<file path="src/rtl/jk_counter_bank.sv">
// jk_counter_bank: WIDTH-bit JK flip-flop bank with hold, per-bit JK and modulo up/down count modes.
// Define JK_COUNTER_BANK_COUNT_EN to build the counter; without it count modes hold and tc is 0.

module jk_bit (
  input  logic clk,
  input  logic r,
  input  logic j,
  input  logic k,
  output logic q
);
  always_ff @(posedge clk or negedge r) begin
    if (!r) q <= 1'b0;
    else begin
      case ({j, k})
        2'b01:   q <= 1'b0;
        2'b10:   q <= 1'b1;
        2'b11:   q <= ~q;
        default: q <= q;
      endcase
    end
  end
endmodule

module jk_counter_bank #(
  parameter int     WIDTH   = 8,
  parameter longint MODULUS = longint'(1) << WIDTH
) (
  input  logic             clk,
  input  logic             r,
  input  logic             en,
  input  logic [1:0]       mode,
  input  logic [WIDTH-1:0] J,
  input  logic [WIDTH-1:0] K,
  output logic [WIDTH-1:0] Q,
  output logic             tc
);
  localparam logic [WIDTH-1:0] MAXV = WIDTH'(MODULUS - 1);

  // Every mode is expressed as per-bit J/K drive; hold is J=K=0.
  logic [WIDTH-1:0] j_eff, k_eff;

  for (genvar i = 0; i < WIDTH; i++) begin : g_bit
    jk_bit u_bit (.clk(clk), .r(r), .j(j_eff[i]), .k(k_eff[i]), .q(Q[i]));
  end

`ifdef JK_COUNTER_BANK_COUNT_EN
  logic [WIDTH-1:0] up_t, dn_t;
  logic             tc_nxt;

  // Bit i toggles when all lower bits are 1 (up) or all 0 (down).
  always_comb begin : toggles
    logic u, d;
    u = 1'b1;
    d = 1'b1;
    for (int i = 0; i < WIDTH; i++) begin
      up_t[i] = u;
      dn_t[i] = d;
      u = u & Q[i];
      d = d & ~Q[i];
    end
  end

  always_comb begin
    j_eff  = '0;
    k_eff  = '0;
    tc_nxt = 1'b0;
    if (en) begin
      case (mode)
        2'b01: begin
          j_eff = J;
          k_eff = K;
        end
        2'b10: begin
          if (Q >= MAXV) begin
            k_eff  = '1;
            tc_nxt = 1'b1;
          end else begin
            j_eff = up_t;
            k_eff = up_t;
          end
        end
        2'b11: begin
          // Zero wraps with tc; out-of-range values recover to MAXV silently.
          if (Q == '0 || Q > MAXV) begin
            j_eff  = MAXV;
            k_eff  = ~MAXV;
            tc_nxt = (Q == '0);
          end else begin
            j_eff = dn_t;
            k_eff = dn_t;
          end
        end
        default: ;
      endcase
    end
  end

  always_ff @(posedge clk or negedge r) begin
    if (!r) tc <= 1'b0;
    else    tc <= tc_nxt;
  end
`else
  logic unused_cfg;
  assign unused_cfg = ^MAXV;

  always_comb begin
    j_eff = '0;
    k_eff = '0;
    if (en && mode == 2'b01) begin
      j_eff = J;
      k_eff = K;
    end
  end

  assign tc = 1'b0;
`endif

endmodule

</file>
<file path="config.mk">
export PLATFORM = sky130hd
export DESIGN_NAME = jk_counter_bank
export DESIGN_NICKNAME = d
export VERILOG_FILES = /design/src/rtl/jk_counter_bank.sv
export SDC_FILE = /design/constraint.sdc
export NUM_CORES = 1
export LEC_CHECK = 0
export CORE_AREA = 2 2 39 41
export DETAILED_ROUTE_END_ITERATION = 10
export DIE_AREA = 0 0 41 43
export PLACE_DENSITY = 0.75
export SYNTH_ARGS = -nofsm -noshare
export SYNTH_HDL_FRONTEND = slang
export SYNTH_SLANG_ARGS = --single-unit
</file>
<file path="constraint.sdc">
create_clock -name clk -period 1.7 [get_ports clk]
set_input_delay 0.34 -clock clk [delete_from_list [all_inputs] [get_ports clk]]
set_output_delay 0.34 -clock clk [all_outputs]
set_load 0.01 [all_outputs]
</file>
==> flow_summary_export.csv <==
group,metric,value,unit
place,post-place-cells,78,
clock_network,post_cts_buffers,0,
final_layout,drive_gt1_frac,0.0615,
critical_path,cp_max_fo,3,
clock_network,numClockSinks,8,
sta,setup_slack,208,ps
final_layout,synthToLayoutAreaGrowth,54.1,%
floorplan,start_util,0.341,
place,place_congestion,0.631,
clock_network,ctsHtreeMaxLevel,1,
drt,first_pass_iters,3,
drt,drtAntennaViolNets,0,
critical_path,path_buf_inv,1,
place,portBuffers,28,
sta,period_share,0.878,
sta,max_freq,0.670,GHz
clock_network,hold_buffers,0,
final_layout,filler_cell_count,137,
power_and_ir_drop,power-per-cell-area,956,nW/µm²
global_routing,grt_util_all_layers,0.122,
global_routing,grt.overflow.total,0,
floorplan,die-width,41,µm
synthesis,seq_area_frac_synth,0.424,
synthesis,synth_area,472,µm²
sta,setup_violations,0,
global_routing,antenna_found_initial,0,
drt,drt_iter0_markers,2,
power_and_ir_drop,p_leak,0.318,nW
worst_hold_path,hold_class,"primary input to asynchronous set/reset pin",
sta,timing.setup.tns,0,ps
sta,slew_violations,0,
floorplan,io_pins,30,
clock_network,tritoncts,"yes",
final_layout,largest_reg_flops,8,
place,dp.final_hpwl,757,µm
synthesis,synth_cells,43,
drt,vias_per_cell,4.90,
clock_network,clk_pin_slew_worst_paths,50,ps
power_and_ir_drop,ir_worst_vdd,0.000366,V
global_routing,grt_pass1_vias,370,
floorplan,fp.coreArea,1380,µm²
critical_path,cp_top_family,"buffers and inverters",
clock_network,cts_buffers,3,
synthesis,ys_seq_elements,8,
floorplan,row_count,14,
clock_network,cts-root-buf,"clkbuf_4",
sta,fin_worst_skew,0,ps
synthesis,syn_avg_cell_area,11.0,µm²
synthesis,yosys_warnings,0,
global_routing,grt_start_max_net_pins,10,
critical_path,cpMaxStageDelayCell,"clkdlybuf4s50_1",
synthesis,syn_nets,64,
clock_network,clk_latency,240,ps
flow_run,drv_cap,0,
sta,finalCriticalPeriod,1490,ps
place,pre_cts_ws,176,ps
global_routing,grt_pass1_wl,1460,µm
clock_network,ctsResizeCount,0,
critical_path,max_stage_delay,540,ps
drt,finalWirelength,979,µm
drt,num_vias,397,
drt,drcViolationCount,0,
sta,rsz0062_at_grt,"no",
synthesis,yosysUniqueCellTypes,7,
final_layout,final_cells,81,
floorplan,die_y,43,µm
critical_path,crit_path_cell_trace,"clkdlybuf4s50_1",
clock_network,cts_buffer_depth,2,
final_layout,reg_top3,"g_bit.u_bit.q (8)",
sta,final-hold-violation-count,0,
critical_path,required,1360,ps
sta,whs,374,ps
critical_path,arrival,1150,ps
floorplan,die-area,1760,µm²
run_status,outcome,"complete, no violations",
drt,post_drt_wl_per_cell,12.1,µm
critical_path,critPathLaunchType,"flop",
critical_path,cp-end-kind,"output port",
critical_path,crit_type,"flop to output port",
final_layout,regMostFlops,"g_bit.u_bit.q",
final_layout,antenna_cells,0,
final_layout,finalNetCount,88,
cells by family (layout without fill, tap and decap cells):
| logic type | Yosys count | count (layout) | synth area share |
|---|---|---|---|
| AOI/OAI and AO/OA | 8 | 8 | 0.149 |
| other | 1 | 1 | 0.00795 |
| and+or+nand+nor | 17 | 17 | 0.276 |
| DFF | 8 | 8 | 0.424 |
| buffers and inverters | 9 | 31 | 0.143 |
report_power, final:
part / internal, mW / switching, mW
Sequential: 0.245 / 0.0380
Clock: 0.0803 / 0.0574
Combinational: 0.186 / 0.0877
cell usage in the layout, fill, tap and decap left out, drive strengths merged:
cell type | netlist | final
conb | 1 | 1
clkdlybuf4s50 | 0 | 28
dfrtp | 8 | 8
nand3b | 1 | 1
nand2 | 8 | 8
o22a | 8 | 8
clkbuf | 0 | 3
and4b | 8 | 8
metal layers:
metal | vias to the layer above | wire (µm) | GRT usage
met3 | 0 | 111 | 0.0366
met1 | 179 | 455 | 0.166
met5 | - | 0 | 0
met4 | 0 | 0 | 0.0600
li1 | 198 | - | -
met2 | 20 | 412 | 0.169
layout make-up:
| type | count | area, µm² | share of cell area |
|---|---|---|---|
| timing repair buffer | 28 | 280 | 0.386 |
| multi-input combinational | 26 | 204 | 0.281 |
| sequential | 8 | 200 | 0.275 |
| clock buffer | 3 | 22.5 | 0.0310 |
| tap | 16 | 20.0 | 0.0275 |
synthesized netlist by cell type:
| library cell | number | area share |
|---|---|---|
| nand3b_4 | 1 | 0.042 |
| conb_1 | 1 | 0.0079 |
| buf_4 | 9 | 0.14 |
| nand2_1 | 8 | 0.064 |
| dfrtp_1 | 8 | 0.42 |
| o22a_1 | 8 | 0.15 |
| and4b_1 | 8 | 0.17 |
worst paths after layout:
| kind | startpoint | to | slack (ps) | cells past startpoint |
|---|---|---|---|---|
| setup / recovery | g_bit[4].u_bit.q | Q[4] | 210 | 1 |
| hold / removal | r | g_bit[5].u_bit.q | 370 | 1 |
| setup reg to reg | g_bit[4].u_bit.q | g_bit[4].u_bit.q | 970 | 1 |
| hold reg to reg | g_bit[0].u_bit.q | g_bit[0].u_bit.q | 530 | 1 |
| max in group asynchronous | r | g_bit[4].u_bit.q | 1060 | 1 |
| min in group clk | g_bit[0].u_bit.q | g_bit[0].u_bit.q | 530 | 1 |
per-stage QoR:
stage	util	power [mW]	area, µm²
final	0.525	0.695	727
after global routing	0.525	0.746	727
after CTS	0.525	0.707	727
after detailed placement	0.509	0.564	704
after global placement	0.509	0.558	704
after floorplan	-	0.463	472
Note: power is estimated with default switching activity, not from simulation.
